$ cat config.mk
export PLATFORM = sky130hd
export DESIGN_NAME = uart_cmd_frame
export DESIGN_NICKNAME = d
export VERILOG_FILES = /design/src/rtl/uart_cmd_pkg.sv /design/src/rtl/uart_resp_tx.sv /design/src/rtl/uart_cmd_frame.sv
export SDC_FILE = /design/constraint.sdc
export NUM_CORES = 1
export LEC_CHECK = 0
export CAP_MARGIN = 40
export CORE_ASPECT_RATIO = 0.6
export CORE_MARGIN = 2
export CORE_UTILIZATION = 65
export CTS_BUF_LIST = sky130_fd_sc_hd__clkbuf_16
export DETAILED_ROUTE_END_ITERATION = 16
export DONT_BUFFER_PORTS = 1
export PLACE_DENSITY = 0.79
export SLEW_MARGIN = 20
export SYNTH_ARGS = -nofsm -noshare
export SYNTH_HDL_FRONTEND = slang
export SYNTH_HIERARCHICAL = 1
export SYNTH_SLANG_ARGS = --single-unit
$ cat constraint.sdc
create_clock -name I_clk -period 9.2 [get_ports I_clk]
set_input_delay 1.84 -clock I_clk [delete_from_list [all_inputs] [get_ports I_clk]]
set_output_delay 1.84 -clock I_clk [all_outputs]
set_load 0.005 [all_outputs]
$ cat src/rtl/uart_cmd_pkg.sv
// Shared constants, state encodings and the frame checksum helper for the
// framed UART command parser.
package uart_cmd_pkg;

  localparam logic [7:0] ACK_BYTE  = 8'h06;
  localparam logic [7:0] NAK_BYTE  = 8'h15;
  localparam logic [3:0] REG_CH_EN = 4'h0;

  typedef enum logic [1:0] {
    RX_IDLE,
    RX_CMD,
    RX_DATA,
    RX_CHK
  } rx_state_e;

  typedef enum logic [1:0] {
    TX_IDLE,
    TX_REQ,
    TX_WAIT_BUSY,
    TX_WAIT_IDLE
  } tx_state_e;

  // Checksum = CMD plus the low nbytes payload bytes, modulo 256.
  function automatic logic [7:0] frame_sum(input logic [7:0]  cmd,
                                           input logic [31:0] payload,
                                           input int          nbytes);
    logic [7:0] s;
    s = cmd;
    for (int i = 0; i < 4; i++) begin
      if (i < nbytes) s = s + payload[8*i +: 8];
    end
    return s;
  endfunction

endpackage

$ cat src/rtl/uart_resp_tx.sv
// Two-byte response sender. Buffers one ACK/NAK response and hands it byte by
// byte to the UART transmitter, pacing on the transmitter's busy flag.
module uart_resp_tx
  import uart_cmd_pkg::*;
(
  input  logic       clk,
  input  logic       rstn,
  input  logic       resp_push,
  input  logic [7:0] resp_b0,
  input  logic [7:0] resp_b1,
  input  logic       tx_busy,
  output logic       tx_req,
  output logic [7:0] tx_data,
  output logic       resp_busy
);

  tx_state_e  state_q, state_d;
  logic [7:0] buf0_q, buf0_d;
  logic [7:0] buf1_q, buf1_d;
  logic [1:0] sent_q, sent_d;
  logic       wb_cnt_q, wb_cnt_d;
  logic       tx_req_q, tx_req_d;
  logic [7:0] tx_data_q, tx_data_d;

  // Next state: a push is only taken in IDLE, so a response already in
  // flight can never be overwritten by a later frame.
  always_comb begin
    state_d   = state_q;
    buf0_d    = buf0_q;
    buf1_d    = buf1_q;
    sent_d    = sent_q;
    wb_cnt_d  = wb_cnt_q;
    tx_req_d  = 1'b0;
    tx_data_d = tx_data_q;
    case (state_q)
      TX_IDLE: begin
        if (resp_push) begin
          buf0_d  = resp_b0;
          buf1_d  = resp_b1;
          sent_d  = 2'd0;
          state_d = TX_WAIT_IDLE;
        end
      end
      TX_REQ: begin
        wb_cnt_d = 1'b0;
        state_d  = TX_WAIT_BUSY;
      end
      TX_WAIT_BUSY: begin
        // Give the transmitter two cycles to raise busy, then move on anyway.
        if (tx_busy || wb_cnt_q) state_d = TX_WAIT_IDLE;
        else                     wb_cnt_d = 1'b1;
      end
      TX_WAIT_IDLE: begin
        if (!tx_busy) begin
          if (sent_q == 2'd2) begin
            state_d = TX_IDLE;
          end else begin
            state_d   = TX_REQ;
            tx_req_d  = 1'b1;
            tx_data_d = (sent_q == 2'd0) ? buf0_q : buf1_q;
            sent_d    = sent_q + 2'd1;
          end
        end
      end
      default: state_d = TX_IDLE;
    endcase
  end

  // FSM and registered outputs.
  always_ff @(posedge clk) begin
    if (!rstn) begin
      state_q   <= TX_IDLE;
      buf0_q    <= '0;
      buf1_q    <= '0;
      sent_q    <= '0;
      wb_cnt_q  <= 1'b0;
      tx_req_q  <= 1'b0;
      tx_data_q <= '0;
    end else begin
      state_q   <= state_d;
      buf0_q    <= buf0_d;
      buf1_q    <= buf1_d;
      sent_q    <= sent_d;
      wb_cnt_q  <= wb_cnt_d;
      tx_req_q  <= tx_req_d;
      tx_data_q <= tx_data_d;
    end
  end

  assign tx_req    = tx_req_q;
  assign tx_data   = tx_data_q;
  assign resp_busy = (state_q != TX_IDLE);

endmodule

$ cat src/rtl/uart_cmd_frame.sv
// Framed UART command parser: HDR, CMD, payload (MSB first), CHK.
// Valid frames issue a one-cycle register-write strobe and are ACKed;
// bad frames bump a saturating error count and are NAKed.
// Optional inter-byte timeout: define UART_CMD_TIMEOUT_EN.
module uart_cmd_frame
  import uart_cmd_pkg::*;
#(
  parameter  int         CH_NUM      = 4,
  parameter  int         DATA_BYTES  = 2,
  parameter  logic [7:0] HDR_BYTE    = 8'hA5,
  parameter  int         TIMEOUT_CYC = 4340,
  localparam int         CH_W        = (CH_NUM > 1) ? $clog2(CH_NUM) : 1,
  localparam int         PW          = 8 * DATA_BYTES
)(
  input  logic            I_clk,
  input  logic            I_uart_rstn,
  input  logic [7:0]      I_rx_data,
  input  logic            I_rx_valid,
  output logic            O_tx_req,
  output logic [7:0]      O_tx_data,
  input  logic            I_tx_busy,
  output logic            O_cmd_valid,
  output logic [CH_W-1:0] O_cmd_ch,
  output logic [3:0]      O_cmd_reg,
  output logic [PW-1:0]   O_cmd_data,
  output logic [CH_NUM-1:0] O_ch_en,
  output logic [7:0]      O_err_cnt
);

  rx_state_e        rx_state_q, rx_state_d;
  logic [1:0]       byte_cnt_q, byte_cnt_d;
  logic [7:0]       cmd_q, cmd_d;
  logic [PW-1:0]    payload_q, payload_d;
  logic             cmd_valid_q, cmd_valid_d;
  logic [CH_W-1:0]  cmd_ch_q, cmd_ch_d;
  logic [3:0]       cmd_reg_q, cmd_reg_d;
  logic [PW-1:0]    cmd_data_q, cmd_data_d;
  logic [CH_NUM-1:0] ch_en_q, ch_en_d;
  logic [7:0]       err_cnt_q, err_cnt_d;

  logic             frame_done, frame_good, chk_ok, ch_ok;
  logic             to_expire;
  logic             resp_push, resp_busy;

`ifdef UART_CMD_TIMEOUT_EN
  localparam int TO_W = $clog2(TIMEOUT_CYC + 1);
  logic [TO_W-1:0] to_cnt_q, to_cnt_d;

  // Idle-gap counter inside a frame; an arriving byte always beats expiry.
  always_comb begin
    to_expire = (rx_state_q != RX_IDLE) && !I_rx_valid &&
                (to_cnt_q == TO_W'(TIMEOUT_CYC - 1));
    to_cnt_d  = (I_rx_valid || rx_state_q == RX_IDLE || to_expire) ? '0 : to_cnt_q + 1'b1;
  end

  // Timeout counter register.
  always_ff @(posedge I_clk) begin
    if (!I_uart_rstn) to_cnt_q <= '0;
    else              to_cnt_q <= to_cnt_d;
  end
`else
  assign to_expire = 1'b0;
`endif

  // Frame verdict is taken on the CHK byte itself, so every effect lands one cycle later.
  always_comb begin
    frame_done = (rx_state_q == RX_CHK) && I_rx_valid;
    chk_ok     = (frame_sum(cmd_q, 32'(payload_q), DATA_BYTES) == I_rx_data);
    ch_ok      = (int'(cmd_q[7:4]) < CH_NUM);
    frame_good = frame_done && chk_ok && ch_ok;
    resp_push  = frame_done && !resp_busy;
  end

  // Receive FSM next state plus command/enable/error updates.
  always_comb begin
    rx_state_d  = rx_state_q;
    byte_cnt_d  = byte_cnt_q;
    cmd_d       = cmd_q;
    payload_d   = payload_q;
    cmd_valid_d = frame_good;
    cmd_ch_d    = cmd_ch_q;
    cmd_reg_d   = cmd_reg_q;
    cmd_data_d  = cmd_data_q;
    ch_en_d     = ch_en_q;
    err_cnt_d   = err_cnt_q;

    case (rx_state_q)
      RX_IDLE: if (I_rx_valid && I_rx_data == HDR_BYTE) rx_state_d = RX_CMD;
      RX_CMD: begin
        if (I_rx_valid) begin
          cmd_d      = I_rx_data;
          byte_cnt_d = 2'd0;
          rx_state_d = RX_DATA;
        end
      end
      RX_DATA: begin
        if (I_rx_valid) begin
          payload_d      = payload_q << 8;
          payload_d[7:0] = I_rx_data;
          if (byte_cnt_q == 2'(DATA_BYTES - 1)) rx_state_d = RX_CHK;
          else                                  byte_cnt_d = byte_cnt_q + 2'd1;
        end
      end
      RX_CHK: if (I_rx_valid) rx_state_d = RX_IDLE;
      default: rx_state_d = RX_IDLE;
    endcase

    if (to_expire) rx_state_d = RX_IDLE;

    if (frame_good) begin
      cmd_ch_d   = cmd_q[4 +: CH_W];
      cmd_reg_d  = cmd_q[3:0];
      cmd_data_d = payload_q;
      for (int i = 0; i < CH_NUM; i++) begin
        if (cmd_q[3:0] == REG_CH_EN && int'(cmd_q[7:4]) == i) ch_en_d[i] = payload_q[0];
      end
    end

    if (((frame_done && !frame_good) || to_expire) && err_cnt_q != 8'hFF)
      err_cnt_d = err_cnt_q + 8'd1;
  end

  // Receive-side registers.
  always_ff @(posedge I_clk) begin
    if (!I_uart_rstn) begin
      rx_state_q  <= RX_IDLE;
      byte_cnt_q  <= '0;
      cmd_q       <= '0;
      payload_q   <= '0;
      cmd_valid_q <= 1'b0;
      cmd_ch_q    <= '0;
      cmd_reg_q   <= '0;
      cmd_data_q  <= '0;
      ch_en_q     <= '0;
      err_cnt_q   <= '0;
    end else begin
      rx_state_q  <= rx_state_d;
      byte_cnt_q  <= byte_cnt_d;
      cmd_q       <= cmd_d;
      payload_q   <= payload_d;
      cmd_valid_q <= cmd_valid_d;
      cmd_ch_q    <= cmd_ch_d;
      cmd_reg_q   <= cmd_reg_d;
      cmd_data_q  <= cmd_data_d;
      ch_en_q     <= ch_en_d;
      err_cnt_q   <= err_cnt_d;
    end
  end

  uart_resp_tx u_resp_tx (
    .clk       (I_clk),
    .rstn      (I_uart_rstn),
    .resp_push (resp_push),
    .resp_b0   (frame_good ? ACK_BYTE : NAK_BYTE),
    .resp_b1   (cmd_q),
    .tx_busy   (I_tx_busy),
    .tx_req    (O_tx_req),
    .tx_data   (O_tx_data),
    .resp_busy (resp_busy)
  );

  assign O_cmd_valid = cmd_valid_q;
  assign O_cmd_ch    = cmd_ch_q;
  assign O_cmd_reg   = cmd_reg_q;
  assign O_cmd_data  = cmd_data_q;
  assign O_ch_en     = ch_en_q;
  assign O_err_cnt   = err_cnt_q;

endmodule

* Word-level counts from Yosys, hierarchy flattened
Index checks and enable logic that the tools add are counted.
Storage, ports and cells: output and inout port bits 44, bits in latches 0, bits in read-only memories 0, register bits 93, input bits 12, logic and storage cells 115, RAM bits 0, memories kept 0
Cells by class: div/mod/pow operators 0, $add $sub $neg 5, order comparisons 1, reductions and logical operators 37, eq/ne operators 25, bitwise operators 4, muxes and demuxes 23, shifts and indexed selects 0, multiply operators 0
Operators by type and width (number):
- $mux W2 | 13
- $ne A2 B2 Y1 const B | 10
- $add A8 B8 Y8 | 2
- $pmux W2 S4 | 2
- $reduce_and A2 Y1 | 8
- $logic_and A1 B1 Y1 | 11
- $eq A2 B2 Y1 const B | 5
- $add A8 B1 Y8 const B | 1
- $eq A4 B3 Y1 const B | 2
- $eq A8 B8 Y1 | 1
- $eq A8 B8 Y1 const B | 1
- $logic_not A4 Y1 | 2
- $mux W8 | 1
- $ne A8 B8 Y1 const B | 1
- $pmux W2 S2 | 2
- $reduce_and A4 Y1 | 2
- $reduce_bool A2 Y1 | 4
- $eq A2 B1 Y1 const B | 3
- $logic_not A2 Y1 | 3
- $reduce_and A3 Y1 | 2
- $mux W5 | 1
- $reduce_and A5 Y1 | 1
- $add A2 B1 Y2 const B | 2
- $eq A4 B2 Y1 const B | 1
- other kinds (8) | 14

* Logic depth before layout (Yosys ltp)
Gate-level depths: netlist of the first run.
depth in word-level cells 8, mapped depth 14, depth with buffers taken out 13

* Hierarchy
Netlist of the first run, hierarchy kept.
Modules (own cells, without submodules):
- uart_cmd_frame | seq. area each 1261.2 um2, cells an instance 345, area each 3089.2 um2, instances 1
- uart_resp_tx | seq. area each 600.6 um2, cells an instance 141, area each 1306.3 um2, instances 1

* Least setup slack after synthesis of the first run
OpenSTA, ideal clock, no wires.
path kind input-to-reg, start input I_rx_valid, end register ch_en_q[1], in the netlist O_ch_en[1], stages 10, required time 9.077 ns, setup time 0.123 ns, data arrival time 3.704 ns, setup slack 5.374 ns, buffers on the path 3, path through buf_6 > nand2_4 > or4_4 > nor4_4 > nand3_2 > or3_1 > buf_6 > buf_6 > o211ai_2 > o31ai_1
On the way: word-level cells in the longest chain between the ends 4
RTL lines:
- from (decl) | line uart_cmd_frame.sv:18 | input logic I_rx_valid,
- $logic_and A1 B1 Y1 | line uart_cmd_frame.sv:67 | frame_done = (rx_state_q == RX_CHK) && I_rx_valid;
- $logic_and A1 B1 Y1 (2 in series) | line uart_cmd_frame.sv:70 | frame_good = frame_done && chk_ok && ch_ok;
- $reduce_and A2 Y1 (no source line)
- to (signal assigned) | line uart_cmd_frame.sv:145 | ch_en_q <= ch_en_d;
- to (decl) | line uart_cmd_frame.sv:38 | logic [CH_NUM-1:0] ch_en_q, ch_en_d;
Every way passes these cells. A chain may end at the register's enable or synchronous reset.

* Final worst setup path of the first run
start register cmd_q[1], end register err_cnt_q[1], in the netlist O_err_cnt[1]
On the way: word-level cells in the longest chain between the ends 8
RTL lines:
- from (decl) | line uart_cmd_frame.sv:32 | logic [7:0] cmd_q, cmd_d;
- from (signal assigned) | line uart_cmd_frame.sv:139 | cmd_q <= cmd_d;
- $add A8 B8 Y8 (2 in series) | line uart_cmd_pkg.sv:30 | if (i < nbytes) s = s + payload[8*i +: 8];
- $eq A8 B8 Y1 | line uart_cmd_frame.sv:68 | chk_ok = (frame_sum(cmd_q, 32'(payload_q), DATA_BYTES) == I_rx_data);
- $logic_and A1 B1 Y1 (2 in series) | line uart_cmd_frame.sv:70
- $logic_not A1 Y1 | line uart_cmd_frame.sv:119 | if (((frame_done && !frame_good) || to_expire) && err_cnt_q != 8'hFF)
- $logic_and A1 B1 Y1 (2 in series) | line uart_cmd_frame.sv:119
- to (signal assigned) | line uart_cmd_frame.sv:146 | err_cnt_q <= err_cnt_d;
- to (decl) | line uart_cmd_frame.sv:39 | logic [7:0] err_cnt_q, err_cnt_d;
Every way passes these cells.

==> results of run 1 <==
-- worst paths after layout --
kind                         end  cells after the start
max                 O_err_cnt[1]                     11
min          u_resp_tx/buf0_q[3]                      2
max reg2reg         O_err_cnt[1]                     11
min reg2reg  u_resp_tx/buf0_q[3]                      2
-- per-stage QoR --
stage / cell area (um^2) / setup slack (ns) / total power, mW
2_1_floorplan: 4407 / 5.374 / 0.4415
3_3_place_gp: 4360 / 5.127 / 0.4424
3_5_place_dp: 4372 / 5.313 / 0.4435
4_1_cts: 4657 / 5.511 / 0.7966
5_1_grt: 4657 / 5.224 / 0.8146
6_report: 4657 / 5.418 / 0.7929
-- metal layers --
metal  track usage, %  routed length (um)
met2            44.63                4411
met4            8.750                 160
met5                0                   0
met1            35.94                4334
met3            11.78                1019
-- area by class of cell --
cell class	instances	share of cell area (%)
clock buffers	9	4.836
inverters	14	1.128
multi-input cells	354	49.87
repair buffers	3	0.5642
clock inverters	7	1.290
well taps	87	2.337
flip-flops and latches	93	39.98
-- synth_stat cells (8+ instances only) --
library cell	n	share of area [%]
nand2_1	101	8.6
dfxtp_1	93	42
a21oi_1	36	4.1
mux2i_1	35	8.0
nor2_1	33	2.8
clkbuf_1	14	1.2
ha_1	14	4.0
inv_1	14	1.2
nand3_1	14	1.6
xnor2_1	13	2.6
a21boi_1	10	1.7
fa_1	8	3.6
nor3_1	8	0.91
o211a_1	8	1.8
o31ai_1	8	1.4
-- kinds of logic after synthesis --
family / after synthesis / share of synthesized area [%]
flops: 93 / 42.36
mux: 35 / 7.970
xor+xnor: 16 / 3.188
fa+ha+maj: 22 / 7.629
simple gates: 190 / 20.32
other cells: 2 / 0.1709
compound gates: 86 / 13.29
buf+inv: 42 / 5.067
-- critical path: stages (launching register included) --
cell	delay [ns]
dfxtp_1	0.53
fa_1	0.48
ha_1	0.25
fa_1	0.45
xor2_1	0.16
or4_4	0.43
nor4_4	0.31
nand3_2	0.11
nor3_2	0.46
buf_6	0.23
nor3_1	0.09
mux2i_1	0.16
-- power breakdown --
| group | switching [mW] | total (mW) | internal, mW |
|---|---|---|---|
| clock network | 0.151 | 0.358 | 0.207 |
| logic | 0.0166 | 0.0271 | 0.0104 |
| registers | 0.00370 | 0.408 | 0.404 |
| total | 0.172 | 0.793 | 0.621 |
==> results.txt, run 1 <==
Req. time, crit path: 9.42 ns
Synth Instances: 486
most common cell after layout, fill and taps aside: nand2_1
Initial DRC Count: 268
max cap viols: 0
CTS Buf Count: 9
EDFF count, synth: 0
Net count, final: 509
first-pass GRT wire length: 15720 um
Tightest Hold Check Type: reg -> reg
number of global-route vias before repair: 3179
unrepaired setup endpoints after global routing: no
worst reg2reg setup slack: 5.42 ns
Fin. Hold Viols: 0
ys flop type: dfxtp_1
total track usage: 28.40%
initial antenna violation count: 0
Area Growth Syn to Fin: 5.949%
fraction of registers with async set/reset: 0%
CTS tree: yes
share of cells above drive strength 1: 6.250%
Storage cell area: 0.001862 mm^2
Hold Crit Start: u_resp_tx/buf0_q[3]
GPL Wtd Cong: 0.9022
most frequent cells in the layout: 101 x nand2_1, 93 x dfxtp_1, 36 x a21oi_1
worst vdd ir: 134.6 uV
synth unique cells: 50
launch point of the worst path: cmd_q[1]
vias per cell: 5.931
Overflow after GRT: 0
Worst Tran Pin Value: 0.6917 ns
routed len/inst: 17.51 um
cts hold-fix bufs: 0
post-CTS sizing: 0
Ports: 56
Bufs on Longest Clock Path: 2
Port Buffers: 0
Fillers: 519
largest net degree at the start of global routing: 58
post-route clock period utilization: 41.11%
clk_lat worst skew: 0.34 ns
status: complete, no violations
DRC violations left: 0
fmax: 264.4 MHz
Worst-path clk slew: 0.07 ns
Clock Sinks: 93
CTS root buf: clkbuf_16
register area share after synthesis: 42.36%
num rows: 23
DRT Wirelength: 9926 um
DRT Pass-1 Iters: 4
Hold WS: 0.4579 ns
setup violators final: 0
postcts setup bufs: 0
Layout Utilization: 70.36%
Lkg Pwr: 1.936 nW
Sum Neg Setup Slack: 0 ns
CTS H-tree lvls: 3
Critical Path End Type: flip-flop
min cycle time layout: 3.782 ns
RR Startpoint: cmd_q[1]
Finished Layout Cells: 567
Worst slew margin: 53.84%
crit path DAT: 4.00 ns
Clock Skews: 0.008524 ns
die area: 0.007457 mm^2
# diodes: 0
Floorplan Core Area: 0.006619 mm^2
Initial Util: 66.41%
#FFs+latches synth: 93
die width: 110.2 um
Placed Cells: 551
yosys warns: 6
multi-input logic area: 0.002322 mm^2
die height: 67.70 um
Netlist Area Pre-Place: 0.004395 mm^2
Crit Path Max Fanout: 11
Final Max Tran Viols: 0
Post-DP HPWL: 6895 um
Final ANT Viol Nets: 0
pwr/cell area: 170.3 mW/mm^2
Startpoint Class: flip-flop
DR vias: 3363
syn_area_per_cell: 9.044 um^2
CP Class: reg -> reg
Note: power is estimated with default switching activity, not from simulation.
==> inputs of run 2 (changes only) <==
Settings changed: CORE_UTILIZATION 65 to 63, PLACE_DENSITY 0.79 to 0.77.
Clock period 9.2 ns to 3.9 ns, I/O delays scaled along.
==> run 2 against run 1 <==
  * Non-clock buffer count increased by 2
  * Sequential share of layout area increased by 0.065 points
  * Flip-flop and latch count unchanged
  * Worst hold slack got worse by 0.0053 ns
  * Count of clock-buffer cells in the layout unchanged
  * Sequential power increased by 140%
  * Power increased by 130%
  * Wire length decreased by 2.0%
  * Maximum frequency increased by 2.7%
  * Cell count increased by 0.35%
  * Critical path depth increased by 2
  * Critical endpoint is now O_ch_en[0]
==> results.txt, run 2 (synthesis results as in run 1) <==
status: complete, no violations
placed cell areas: 0.004375 mm^2
Lkg Pwr: 1.937 nW
Final ANT Viol Nets: 0
die width: 111.8 um
unrepaired setup endpoints after global routing: no
post-route clock period utilization: 94.41%
die area: 0.007683 mm^2
number of global-route vias before repair: 3148
Post-DP HPWL: 6874 um
largest net degree at the start of global routing: 43
CP Class: reg -> reg
Initial Util: 65.55%
DR vias: 3368
Bufs on Longest Clock Path: 2
final worst-path setup slack: 0.2181 ns
vias per cell: 5.919
Tightest Hold Check Type: reg -> reg
routed len/inst: 17.09 um
max cap viols: 0
most common cell after layout, fill and taps aside: nand2_1
setup violators final: 0
Overflow after GRT: 0
Fillers: 513
Layout Utilization: 69.34%
CP max stage cell: dfxtp_1
Req. time, crit path: 4.13 ns
Worst-path clk slew: 0.06 ns
Net count, final: 511
DRT Pass-1 Iters: 4
pre-CTS setup slack: 0.2745 ns
GPL Wtd Cong: 0.8862
DRC violations left: 0
Clock Sinks: 93
DRT Wirelength: 9726 um
fmax: 271.6 MHz
Final Max Tran Viols: 0
Critical Path End Type: flip-flop
CTS H-tree lvls: 3
most frequent cells in the layout: 101 x nand2_1, 93 x dfxtp_1, 36 x a21oi_1
cts hold-fix bufs: 0
Crit Path Max Fanout: 20
Final Cell Area: 0.004649 mm^2
Floorplan Core Area: 0.006705 mm^2
crit path DAT: 3.91 ns
critical path's largest stage delay: 0.44 ns
Cell Chain, Critical Path: inv_1, fa_1, inv_1, ha_1, fa_1, xor2_1, or4_4, nor4_4, nand3_2, or3_1, buf_4, o211ai_2, o31ai_1
Sum Neg Setup Slack: 0 ns
CTS Buf Count: 9
Clock Skews: 0.005403 ns
Port Buffers: 0
Storage cell area: 0.001862 mm^2
Fin. Hold Viols: 0
first-pass GRT wire length: 15750 um
worst vdd ir: 300.9 uV
clk_lat worst skew: 0.34 ns
Ports: 56
CTS root buf: clkbuf_16
die height: 68.70 um
pwr/cell area: 388.6 mW/mm^2
total track usage: 26.69%
share of cells above drive strength 1: 6.639%
CTS tree: yes
Area Growth Syn to Fin: 5.779%
post-CTS sizing: 0
Startpoint Class: flip-flop
initial antenna violation count: 0
Initial DRC Count: 287
# diodes: 0
min cycle time layout: 3.682 ns
Worst slew margin: 45.74%
num rows: 23
postcts setup bufs: 0
Hold WS: 0.4526 ns
multi-input logic area: 0.002322 mm^2
Worst Tran Pin Value: 0.8065 ns
## run 2: cell types whose count changed in the layout (fill, tap and decap cells not counted), moves of 2 or more
cell,change
clkinv_1,+2
inv_1,-2
buf_4,+2
clkinvlp_4,-2
clkinv_2,+2
## run 2: report_power, final
group / switching (mW) / leakage [nW] / internal (mW)
combinational: 0.0428 / 1.06 / 0.0259
clock: 0.355 / 0.133 / 0.421
sequential: 0.00789 / 0.749 / 0.954
## run 2: layer usage
metal	share of wire [%]	GRT usage, %	up-vias
li1	-	-	1641
met1	46	34.62	1600
met2	43	40.83	105
met3	9.4	11.45	22
met4	1.8	8.488	0
met5	0	0	-
## run 2: worst max-delay path, delay by kind of cell (launching register included)
family / cells / cell delay [ns]
compound gates: 2 / 0.27
xor+xnor: 1 / 0.15
fa+ha+maj: 3 / 1.07
buf+inv: 3 / 0.42
flops: 1 / 0.44
simple gates: 4 / 1.20
## run 2: layout make-up
type | count | area share, %
Multi-Input combinational cell | 354 | 49.95
Sequential cell | 93 | 40.04
Clock buffer | 9 | 4.844
Tap cell | 87 | 2.341
Inverter | 14 | 1.130
Timing Repair Buffer | 5 | 0.9688
Clock inverter | 7 | 0.7266
## run 2: worst paths after layout
check | startpoint | endpoint | slack [ns] | cells after the start
max | cmd_q[0] | O_ch_en[0] | 0.22 | 13
min | u_resp_tx/buf1_q[6] | u_resp_tx/buf1_q[6] | 0.45 | 2
max reg2reg | cmd_q[0] | O_ch_en[0] | 0.22 | 13
min reg2reg | u_resp_tx/buf1_q[6] | u_resp_tx/buf1_q[6] | 0.45 | 2
## run 2: metrics by stage
stage               power [mW]  std cells
detailed placement       1.047        552
global placement         1.045        552
global route             1.861        569
CTS                      1.813        568
floorplan                1.042        489
finish                   1.807        569
